<file path="src/rtl/flit_depacketizer_if.sv">
// Pop port of the local flit buffer and reassembled-message port of the ejection reader.
interface flit_depacketizer_if #(
   parameter int MAX_WORDS = 4
);
   logic                    FIFO_EMPTY;
   logic [18:0]             RD_DATA;
   logic                    RD_EN;
   logic                    MSG_VALID;
   logic                    MSG_READY;
   logic [16*MAX_WORDS-1:0] MSG_DATA;
   logic [2:0]              MSG_WORDS;
   logic [3:0]              MSG_SRC;
   logic                    ERR;
   logic [7:0]              PKT_CNT;
   logic [7:0]              ERR_CNT;

   modport slave (
      input  FIFO_EMPTY, RD_DATA, MSG_READY,
      output RD_EN, MSG_VALID, MSG_DATA, MSG_WORDS, MSG_SRC, ERR, PKT_CNT, ERR_CNT
   );

   modport master (
      output FIFO_EMPTY, RD_DATA, MSG_READY,
      input  RD_EN, MSG_VALID, MSG_DATA, MSG_WORDS, MSG_SRC, ERR, PKT_CNT, ERR_CNT
   );
endinterface

</file>
<file path="src/rtl/flit_depacketizer.sv">
// Ring-node ejection reader: pops flits from the local buffer and reassembles
// head/body/tail wormhole packets into one parallel message, flagging malformed traffic.
module flit_depacketizer #(
   parameter logic [3:0] NODE_ID   = 4'd0,
   parameter int         MAX_WORDS = 4
) (
   input logic                CLK,
   input logic                RST,
   flit_depacketizer_if.slave bus
);
   localparam int               IDX_W    = $clog2(MAX_WORDS + 1);
   localparam int               DATA_W   = 16 * MAX_WORDS;
   localparam logic [IDX_W-1:0] IDX_FULL = IDX_W'(MAX_WORDS);

   localparam logic [1:0] CTRL_HEAD = 2'b01;
   localparam logic [1:0] CTRL_BODY = 2'b10;
   localparam logic [1:0] CTRL_TAIL = 2'b11;

   typedef enum logic [1:0] {IDLE, COLLECT, DROP, HOLD} state_t;

   state_t            state_q, state_d;
   logic [DATA_W-1:0] data_q, data_d;
   logic [IDX_W-1:0]  idx_q, idx_d;
   logic [3:0]        src_q, src_d;
   logic [2:0]        words_q, words_d;
   logic              err_q, err_d;
   logic [7:0]        pkt_cnt_q, pkt_cnt_d;
   logic [7:0]        err_cnt_q, err_cnt_d;

   logic              rd_en;
   logic [1:0]        ctrl;
   logic [15:0]       payload;
   logic              head_ok;
   logic              store;

   assign rd_en   = !bus.FIFO_EMPTY && (state_q != HOLD) && !RST;
   assign ctrl    = bus.RD_DATA[17:16];
   assign payload = bus.RD_DATA[15:0];
   assign head_ok = bus.RD_DATA[18] && (payload[15:12] == NODE_ID);

   always_comb begin
      state_d   = state_q;
      data_d    = data_q;
      idx_d     = idx_q;
      src_d     = src_q;
      words_d   = words_q;
      err_d     = 1'b0;
      pkt_cnt_d = pkt_cnt_q;
      err_cnt_d = err_cnt_q;
      store     = 1'b0;

      if (state_q == HOLD) begin
         if (bus.MSG_READY) begin
            state_d   = IDLE;
            pkt_cnt_d = pkt_cnt_q + 8'd1;
         end
      end else if (rd_en) begin
         case (ctrl)
            CTRL_HEAD: begin
               // A head always terminates whatever packet was in progress.
               if (state_q == COLLECT) begin
                  err_d = 1'b1;
               end
               if (head_ok) begin
                  src_d   = payload[11:8];
                  data_d  = '0;
                  idx_d   = '0;
                  state_d = COLLECT;
               end else begin
                  err_d   = 1'b1;
                  state_d = DROP;
               end
            end
            CTRL_BODY: begin
               if (state_q == COLLECT) begin
                  if (idx_q == IDX_FULL) begin
                     err_d   = 1'b1;
                     state_d = DROP;
                  end else begin
                     store = 1'b1;
                     idx_d = idx_q + IDX_W'(1);
                  end
               end else if (state_q == IDLE) begin
                  err_d = 1'b1;
               end
            end
            CTRL_TAIL: begin
               if (state_q == COLLECT) begin
                  if (idx_q == IDX_FULL) begin
                     err_d   = 1'b1;
                     state_d = IDLE;
                  end else begin
                     store   = 1'b1;
                     words_d = 3'(idx_q) + 3'd1;
                     state_d = HOLD;
                  end
               end else begin
                  if (state_q == IDLE) begin
                     err_d = 1'b1;
                  end
                  state_d = IDLE;
               end
            end
            default: ;
         endcase
      end

      for (int i = 0; i < MAX_WORDS; i++) begin
         if (store && (idx_q == IDX_W'(i))) begin
            data_d[16*i +: 16] = payload;
         end
      end

      if (err_d && (err_cnt_q != 8'hFF)) begin
         err_cnt_d = err_cnt_q + 8'd1;
      end
   end

   always_ff @(posedge CLK or posedge RST) begin
      if (RST) begin
         state_q   <= IDLE;
         data_q    <= '0;
         idx_q     <= '0;
         src_q     <= '0;
         words_q   <= '0;
         err_q     <= 1'b0;
         pkt_cnt_q <= '0;
         err_cnt_q <= '0;
      end else begin
         state_q   <= state_d;
         data_q    <= data_d;
         idx_q     <= idx_d;
         src_q     <= src_d;
         words_q   <= words_d;
         err_q     <= err_d;
         pkt_cnt_q <= pkt_cnt_d;
         err_cnt_q <= err_cnt_d;
      end
   end

   assign bus.RD_EN     = rd_en;
   assign bus.MSG_VALID = (state_q == HOLD);
   assign bus.MSG_DATA  = data_q;
   assign bus.MSG_WORDS = words_q;
   assign bus.MSG_SRC   = src_q;
   assign bus.ERR       = err_q;
   assign bus.PKT_CNT   = pkt_cnt_q;
   assign bus.ERR_CNT   = err_cnt_q;
endmodule

</file>
<file path="src/flat_wrapper.sv">
// flat-port wrapper written by rule: the top's interface ports become plain ports
module flit_depacketizer_flat 
#(
   parameter logic [3:0] NODE_ID   = 4'd0,
   parameter int         MAX_WORDS = 4
)
  (CLK, RST, bus_FIFO_EMPTY, bus_RD_DATA, bus_MSG_READY, bus_RD_EN, bus_MSG_VALID, bus_MSG_DATA, bus_MSG_WORDS, bus_MSG_SRC, bus_ERR, bus_PKT_CNT, bus_ERR_CNT);
  flit_depacketizer_if #(.MAX_WORDS(MAX_WORDS)) bus_i ();
  input logic CLK;
  input logic RST;
  input wire logic [$bits(bus_i.FIFO_EMPTY)-1:0] bus_FIFO_EMPTY;
  input wire logic [$bits(bus_i.RD_DATA)-1:0] bus_RD_DATA;
  input wire logic [$bits(bus_i.MSG_READY)-1:0] bus_MSG_READY;
  output wire logic [$bits(bus_i.RD_EN)-1:0] bus_RD_EN;
  output wire logic [$bits(bus_i.MSG_VALID)-1:0] bus_MSG_VALID;
  output wire logic [$bits(bus_i.MSG_DATA)-1:0] bus_MSG_DATA;
  output wire logic [$bits(bus_i.MSG_WORDS)-1:0] bus_MSG_WORDS;
  output wire logic [$bits(bus_i.MSG_SRC)-1:0] bus_MSG_SRC;
  output wire logic [$bits(bus_i.ERR)-1:0] bus_ERR;
  output wire logic [$bits(bus_i.PKT_CNT)-1:0] bus_PKT_CNT;
  output wire logic [$bits(bus_i.ERR_CNT)-1:0] bus_ERR_CNT;
  assign bus_i.FIFO_EMPTY = bus_FIFO_EMPTY;
  assign bus_i.RD_DATA = bus_RD_DATA;
  assign bus_i.MSG_READY = bus_MSG_READY;
  assign bus_RD_EN = bus_i.RD_EN;
  assign bus_MSG_VALID = bus_i.MSG_VALID;
  assign bus_MSG_DATA = bus_i.MSG_DATA;
  assign bus_MSG_WORDS = bus_i.MSG_WORDS;
  assign bus_MSG_SRC = bus_i.MSG_SRC;
  assign bus_ERR = bus_i.ERR;
  assign bus_PKT_CNT = bus_i.PKT_CNT;
  assign bus_ERR_CNT = bus_i.ERR_CNT;
  flit_depacketizer #(.NODE_ID(NODE_ID), .MAX_WORDS(MAX_WORDS)) u_core (.CLK(CLK), .RST(RST), .bus(bus_i));
endmodule
</file>
<file path="config.mk">
export PLATFORM = sky130hd
export DESIGN_NAME = flit_depacketizer_flat
export DESIGN_NICKNAME = d
export VERILOG_FILES = /design/src/rtl/flit_depacketizer_if.sv /design/src/rtl/flit_depacketizer.sv /design/src/flat_wrapper.sv
export SDC_FILE = /design/constraint.sdc
export NUM_CORES = 1
export LEC_CHECK = 0
export BUFFER_PORTS_ARGS = -buffer_cell sky130_fd_sc_hd__buf_2
export CAP_MARGIN = 25
export CELL_PAD_IN_SITES_DETAIL_PLACEMENT = 0
export CELL_PAD_IN_SITES_GLOBAL_PLACEMENT = 1
export CORE_MARGIN = 2
export CORE_UTILIZATION = 35
export CTS_CLUSTER_SIZE = 20
export DETAILED_ROUTE_END_ITERATION = 16
export PLACE_DENSITY = 0.82
export REMOVE_ABC_BUFFERS = 1
export SETUP_SLACK_MARGIN = 0.1
export SYNTH_ARGS = -nofsm -noshare
export SYNTH_HDL_FRONTEND = slang
export SYNTH_SLANG_ARGS = --single-unit
</file>
<file path="constraint.sdc">
create_clock -name CLK -period 3.6 [get_ports CLK]
set_clock_uncertainty 0.1 [all_clocks]
set_input_delay 0.54 -clock CLK [delete_from_list [all_inputs] [get_ports CLK]]
set_output_delay 0.54 -clock CLK [all_outputs]
set_load 0.05 [all_outputs]
</file>
== Word level (Yosys, flattened, before mapping) ==
Cells that the tools add are included.

* Output and inout port bits: 90
* Register bits after elaboration: 93
* Input port bits: 23
* Logic and storage cells: 109

* Bitwise gates (word level): 2
* Eq/ne operators: 21
* Mux-type cells: 34
* Reductions and logical operators: 38
* Add/subtract/negate cells: 3

{| class="wikitable"
|+ Operators with widths
! cell !! number
|-
| $mux 64 || 4
|-
| $mux 16 || 4
|-
| $reduce_bool 2->1 || 14
|-
| $reduce_and 4->1 || 5
|-
| $add 8x1->8 const B || 2
|-
| $mux 2 || 8
|-
| $mux 1 || 12
|-
| $ne 2x1->1 const B || 6
|-
| $reduce_and 5->1 || 2
|-
| $mux 3 || 3
|-
| $logic_and 1x1->1 || 8
|-
| $ne 8x8->1 const B || 1
|-
| $eq 2x2->1 const B || 3
|-
| $eq 3x2->1 const B || 2
|-
| $ne 2x2->1 const B || 3
|-
| $ne 3x2->1 const B || 2
|-
| $pmux 2 s3 || 1
|-
| $pmux 3 s2 || 1
|-
| $reduce_and 6->1 || 1
|-
| $eq 2x1->1 const B || 2
|-
| $logic_not 4->1 || 1
|-
| $reduce_bool 4->1 || 1
|-
| $add 3x1->3 const B || 1
|-
| $eq 3x1->1 const B || 1
|-
| other kinds (8) || 10
|}

== Logic depth before layout (Yosys ltp) ==
* Word-level depth: 9
* Depth in mapped cells: 9

== Worst setup path before layout ==
Ideal clock, no wire load.

* Path type: flip-flop to flip-flop
* Start point: register u_core.state_q[1]
* End point: register u_core.src_q[0], in the netlist u_core.bus.MSG_SRC[0]
* Arrival: 1.979 ns
* Cell stages (with the launch flop): 7
* Period minus slack after synthesis: 2.207 ns
* Data required time: 3.372 ns
* Path slack: 1.393 ns
* Cell sequence: dfrtp_1 -> and2_1 -> nand2b_4 -> inv_2 -> nand4_4 -> buf_2 -> mux2_1

* Elaborated cells between the ends (all ways): 6
* Those cells by class: 2 x eq/ne; 1 x bitwise; 3 x reduce/logical

{| class="wikitable"
|+ RTL lines
! item !! RTL line !! RTL
|-
| from (decl) || flit_depacketizer.sv:21 || <nowiki>state_t state_q, state_d;</nowiki>
|-
| from (signal assigned) || flit_depacketizer.sv:130 || <nowiki>state_q <= state_d;</nowiki>
|-
| $eq 2x2->1 || n/a ||
|-
| via bus_MSG_VALID || flat_wrapper.sv:15 || <nowiki>output wire logic [$bits(bus_i.MSG_VALID)-1:0] bus_MSG_VALID;</nowiki>
|-
| $not 1->1 (no source line) || n/a ||
|-
| $reduce_and 4->1 (no source line) || n/a ||
|-
| to (signal assigned) || flit_depacketizer.sv:133 || <nowiki>src_q <= src_d;</nowiki>
|-
| to (decl) || flit_depacketizer.sv:24 || <nowiki>logic [3:0] src_q, src_d;</nowiki>
|}

The timed path passes the listed nets, and every way through them passes these cells.
A chain may end at the register's enable or synchronous reset.

== Worst setup path after layout ==
* Start point: register u_core.state_q[1]
* End point: register u_core.data_q[23], in the netlist u_core.bus.MSG_DATA[23]

* Cells in the longest elaborated chain, start to end: 8
* Elaborated cells between the ends (all ways): 16
* Those cells by class: 4 x eq/ne; 5 x mux; 7 x reduce/logical

{| class="wikitable"
|+ RTL lines
! item !! RTL line !! RTL
|-
| $eq 2x1->1 / $ne 2x2->1 (equally long branches) || flit_depacketizer.sv:75, flit_depacketizer.sv:88, flit_depacketizer.sv:36 ||
|-
| $mux 1 / $logic_and 1x1->1 (equally long branches) || flit_depacketizer.sv:88, flit_depacketizer.sv:36 ||
|-
| $mux 1 / $logic_and 1x1->1 (equally long branches) || n/a ||
|-
| $mux 1 || flit_depacketizer.sv:57 || <nowiki>end else if (rd_en) begin</nowiki>
|-
| $mux 1 || flit_depacketizer.sv:52 || <nowiki>if (state_q == HOLD) begin</nowiki>
|-
| $logic_and 1x1->1 || flit_depacketizer.sv:109 || <nowiki>if (store && (idx_q == IDX_W'(i))) begin</nowiki>
|-
| $ne 2x1->1 (no source line) / $reduce_bool 2->1 (equally long branches) || n/a ||
|-
| $reduce_and 4->1 (no source line) || n/a ||
|-
| to (signal assigned) || flit_depacketizer.sv:131 || <nowiki>data_q <= data_d;</nowiki>
|-
| to (decl) || flit_depacketizer.sv:22 || <nowiki>logic [DATA_W-1:0] data_q, data_d;</nowiki>
|}

Parallel ways exist; a longest one is shown, timed or not.

==> reports/results.txt <==
The run gives 0 as the number of inserted diodes. In this run the number of H-tree levels came out at 3. The count of buffering cells on the critical path with inverters included works out to 2. The kind of cell adding the most delay to the critical path was simple AND/OR/NAND/NOR gates.

The routed wirelength normalized by instance count is 14.4 µm. At the pin with the least slew margin, the transition time is 0.699 ns. The maximum fanout along the worst path works out to 47. The die is 112 µm tall. For this block, the routed nets add up to 9590 µm of wire. The run gives 2330 µm² as the area of all sequential standard cells. Before CTS, the worst setup slack after placement is 0.994 ns. The critical path data arrival time is 2.53 ns. The logs give 0 for the final count of hold timing violations and 0 for the number of max-cap violations. The number of global-route vias before repair was 2996; the ratio of cells with drive above 1 in the final layout was 27.3%.

Across the VDD grid, the largest voltage drop is 410 µV. After layout, the worst path uses 67.7% of the clock period. The detailed-routing iteration count for the pre-antenna-repair pass was 4. The share of synthesized area spent on multiplexers is 2.20%, and the sequential cell area fraction in the yosys report is 57.5%. Via-per-instance ratio: 4.84. Kind of critical path: flop to flop. The area of the mapped netlist is 4050 µm². Number of slew-limit violations in the final report: 0. The biggest cell delay along the critical path was 0.56 ns. For the floorplan die area, the log shows 12400 µm². The cell with the largest stage delay on the worst path was sky130_fd_sc_hd__nand4_4. Summing the areas of all compound-gate instances in the mapped netlist gives 11.3% of the synthesized area. The multi-input combinational cells in the finished layout cover a total of 1560 µm².

The run gives 3.69 ns as the worst endpoint required time. After synthesis the netlist holds a flip-flop and latch count of 93. Top-level I/O count: 113. After technology mapping, the gate count stands at 413. STA classifies the critical path endpoint as a flop.

By area the synthesized netlist is led by sky130_fd_sc_hd__dfrtp_1 (58%), sky130_fd_sc_hd__nand2_1 (13%), sky130_fd_sc_hd__o21ai_0 (8.5%), sky130_fd_sc_hd__ha_1 (2.2%), sky130_fd_sc_hd__buf_2 (1.9%). The class of the most critical hold timing path was input port to async pin. For this block, the initial DRC count from the detailed router was 242. Yosys mapped the design onto 45 distinct sky130hd cell types. The flow ran to the end, and the final reports show no timing, DRC or antenna violations. TritonCTS built the clock tree. Timing would allow up to 0.410 GHz. A synthesized cell averages 9.79 µm². The simple logic cell fraction of the synthesized area is 20.4%.

The post-synthesis adder-cell area fraction came out at 2.17%. Setup repair after global routing left no endpoint under its margin. Counting flops with an async set or reset pin after synthesis yields a share of 100%. Post-CTS timing repair inserted 0 buffers for setup.

The minimum clock period after layout was 2.44 ns. Number of warnings reported in the yosys synthesis log: 0. The worst path setup slack after routing was 1.16 ns. The congestion estimate from routability-driven global placement came to 0.794.

The worst hold slack came out at 0.150 ns. Number of antenna violations at the first check in global routing: 0. The library cell occupying the most area in the post-synthesis netlist was sky130_fd_sc_hd__dfrtp_1. Counting along the longest clock path gives a buffer depth of 2. Chip width: 112 µm.

For the clock insertion delay at the later pin of the skew report, the log shows 0.34 ns. The placeable core area was 11400 µm². The tools report the first-pass GRT wire length as 15700 µm. For this design the ratio of total power to cell area is 606 nW/µm². In this run, synthesis inferred 0 flip-flops with an integrated enable. Final antenna-violating net count: 0. Count of standard-cell rows: 39. In this run the static leakage power is 2.55 nW.

For this run the aggregate overflow at the end of global routing stands at 0. The number of hold buffers added after CTS was 0. Setup violations remaining at the end of the flow were counted as 0.

The pin count of the biggest net entering global routing is 81, and the share of the synthesized area in the top cell type is 57.5%. The number of buffers added on ports was 112. In the synthesized netlist the dominant register cell turns out to be sky130_fd_sc_hd__dfrtp_1.

For this run, the total global-route usage over all layers was measured as 15.7%. After clock tree synthesis, the clock-pin slew on the worst setup and hold paths is 0.06 ns. The initial cell density of the core came out at 35.6%. The tree is rooted in a sky130_fd_sc_hd__clkbuf_16. The run gives 53.3% as the relative slew slack.

Adding up every negative setup slack in the final design gives 0 ns. Detailed placement finished with a half-perimeter wire length of 6490 µm. The remaining routing DRC violations was 0; the number of buffers added by the clock tree synthesis step was 9. The xor/xnor cell area share of the yosys netlist works out to 2.60%. The tools report the startpoint class of the critical path as a flop. The combinational family with the most area after synthesis was simple AND/OR/NAND/NOR gates. The run gives 3211 as the via count. Clock tree synthesis found a total of 93 sinks. In this run, post-CTS repair resized a total of 0 instances.

The signal on the critical path passes through and2_1 > nand2b_4 > inv_2 > nand4_4 > buf_4 > nand2_1 > o21ai_0. In the final design database the tool counted 548 nets. The filler cells instantiated in the layout total 1120. Compared with the post-synthesis result, the final layout area differs by 24.3%.
-- final timing paths --
path | startpoint | endpoint | slack [ns] | cells after the start
worst min-delay path | RST | u_core.bus.PKT_CNT[1]$_DFFE_PP0P_ | 0.15 | 2
min in group CLK | bus_RD_DATA[3] | u_core.bus.MSG_DATA[3]$_DFFE_PP0P_ | 0.35 | 3
max in group asynchronous | RST | u_core.bus.MSG_DATA[16]$_DFFE_PP0P_ | 2.66 | 3
worst max register to register | u_core.state_q[1]$_DFFE_PP0P_ | u_core.bus.MSG_DATA[23]$_DFFE_PP0P_ | 1.16 | 7
worst min register to register | u_core.bus.PKT_CNT[7]$_DFFE_PP0P_ | u_core.bus.PKT_CNT[7]$_DFFE_PP0P_ | 0.38 | 1
worst max-delay path | u_core.state_q[1]$_DFFE_PP0P_ | u_core.bus.MSG_DATA[23]$_DFFE_PP0P_ | 1.16 | 7
-- worst reg2reg max path, cell delays in order (launching register included) --
cell,delay (ns)
sky130_fd_sc_hd__dfrtp_1,0.48
sky130_fd_sc_hd__and2_1,0.22
sky130_fd_sc_hd__nand2b_4,0.16
sky130_fd_sc_hd__inv_2,0.12
sky130_fd_sc_hd__nand4_4,0.56
sky130_fd_sc_hd__buf_4,0.48
sky130_fd_sc_hd__nand2_1,0.11
sky130_fd_sc_hd__o21ai_0,0.07
-- cells by family (layout without fill, tap and decap cells) --
kind of cell | after synthesis | after routing
muxes | 8 | 8
buffers and inverters | 32 | 140
adders and majority gates | 7 | 7
and+or+nand+nor | 181 | 181
xor gates and xnor gates | 12 | 12
DFF | 93 | 93
AOI/OAI and AO/OA | 80 | 80
-- stage by stage --
step | cells | power (mW) | cell area, µm² | utilization (%)
detailed placement | 649 | 2.09 | 4700 | 41.4
CTS | 663 | 3.08 | 5000 | 44.0
finish | 664 | 3.05 | 5030 | 44.2
floorplan | 388 | 1.87 | 3920 | -
global placement | 649 | 2.08 | 4700 | 41.4
global route | 664 | 3.19 | 5030 | 44.2
-- cell usage in the layout, fill, tap and decap left out, types with 2 or more instances in the layout --
| cell type | synthesis | layout |
|---|---|---|
| sky130_fd_sc_hd__and2_1 | 5 | 5 |
| sky130_fd_sc_hd__and3_1 | 3 | 3 |
| sky130_fd_sc_hd__and4_1 | 3 | 3 |
| sky130_fd_sc_hd__buf_2 | 15 | 112 |
| sky130_fd_sc_hd__buf_4 | 3 | 6 |
| sky130_fd_sc_hd__bufinv_16 | 0 | 2 |
| sky130_fd_sc_hd__clkbuf_1 | 3 | 3 |
| sky130_fd_sc_hd__clkbuf_16 | 0 | 9 |
| sky130_fd_sc_hd__dfrtp_1 | 93 | 93 |
| sky130_fd_sc_hd__ha_1 | 7 | 7 |
| sky130_fd_sc_hd__inv_1 | 6 | 5 |
| sky130_fd_sc_hd__mux2_1 | 5 | 5 |
| sky130_fd_sc_hd__mux2_2 | 2 | 2 |
| sky130_fd_sc_hd__nand2_1 | 138 | 138 |
| sky130_fd_sc_hd__nand3_1 | 8 | 8 |
| sky130_fd_sc_hd__nand4_1 | 4 | 4 |
| sky130_fd_sc_hd__nor2_1 | 5 | 5 |
| sky130_fd_sc_hd__nor3_1 | 3 | 3 |
| sky130_fd_sc_hd__o21ai_0 | 69 | 69 |
| sky130_fd_sc_hd__xnor2_1 | 6 | 6 |
| sky130_fd_sc_hd__xor2_1 | 6 | 6 |
-- report_power, final --
| group | switching (mW) | total (mW) | leakage (nW) | internal [mW] |
|---|---|---|---|---|
| combinational | 0.589 | 0.781 | 1.13 | 0.193 |
| clock | 0.375 | 0.977 | 0.143 | 0.602 |
| sequential | 0.119 | 1.29 | 1.28 | 1.17 |
-- registers in the layout (all words and copies together), names as in the netlist --
signal                cells
u_core.bus.MSG_SRC        4
u_core.state_q            2
u_core.bus.MSG_DATA      64
u_core.bus.PKT_CNT        8
u_core.idx_q              3
u_core.bus.MSG_WORDS      3
u_core.bus.ERR            1
u_core.bus.ERR_CNT        8
-- synth_stat cells, types with 2 or more instances --
| library cell | instances |
|---|---|
| sky130_fd_sc_hd__inv_1 | 6 |
| sky130_fd_sc_hd__mux2_1 | 5 |
| sky130_fd_sc_hd__xor2_1 | 6 |
| sky130_fd_sc_hd__and3_1 | 3 |
| sky130_fd_sc_hd__nand2_1 | 138 |
| sky130_fd_sc_hd__xnor2_1 | 6 |
| sky130_fd_sc_hd__nand4_1 | 4 |
| sky130_fd_sc_hd__and4_1 | 3 |
| sky130_fd_sc_hd__mux2_2 | 2 |
| sky130_fd_sc_hd__buf_4 | 3 |
| sky130_fd_sc_hd__clkbuf_1 | 3 |
| sky130_fd_sc_hd__nand3_1 | 8 |
| sky130_fd_sc_hd__and2_1 | 5 |
| sky130_fd_sc_hd__clkbuf_2 | 4 |
| sky130_fd_sc_hd__nor2_1 | 5 |
| sky130_fd_sc_hd__nor3_1 | 3 |
| sky130_fd_sc_hd__buf_2 | 15 |
| sky130_fd_sc_hd__ha_1 | 7 |
| sky130_fd_sc_hd__dfrtp_1 | 93 |
| sky130_fd_sc_hd__o21ai_0 | 69 |
-- layer usage --
layer / GRT usage [%] / share of wire (%)
met1: 21.6 / 46
met2: 23.7 / 46
met3: 4.25 / 6.5
met4: 6.42 / 1.5
met5: 0 / 0
-- layout make-up --
class	count	area share, %
clock buffers	12	4.70
inverters	7	0.572
multi-input cells	288	31.1
repair buffers	119	12.6
flip-flops and latches	93	46.3
clock inverters	2	1.19
well taps	143	3.56
Note: power is estimated with default switching activity, not from simulation.
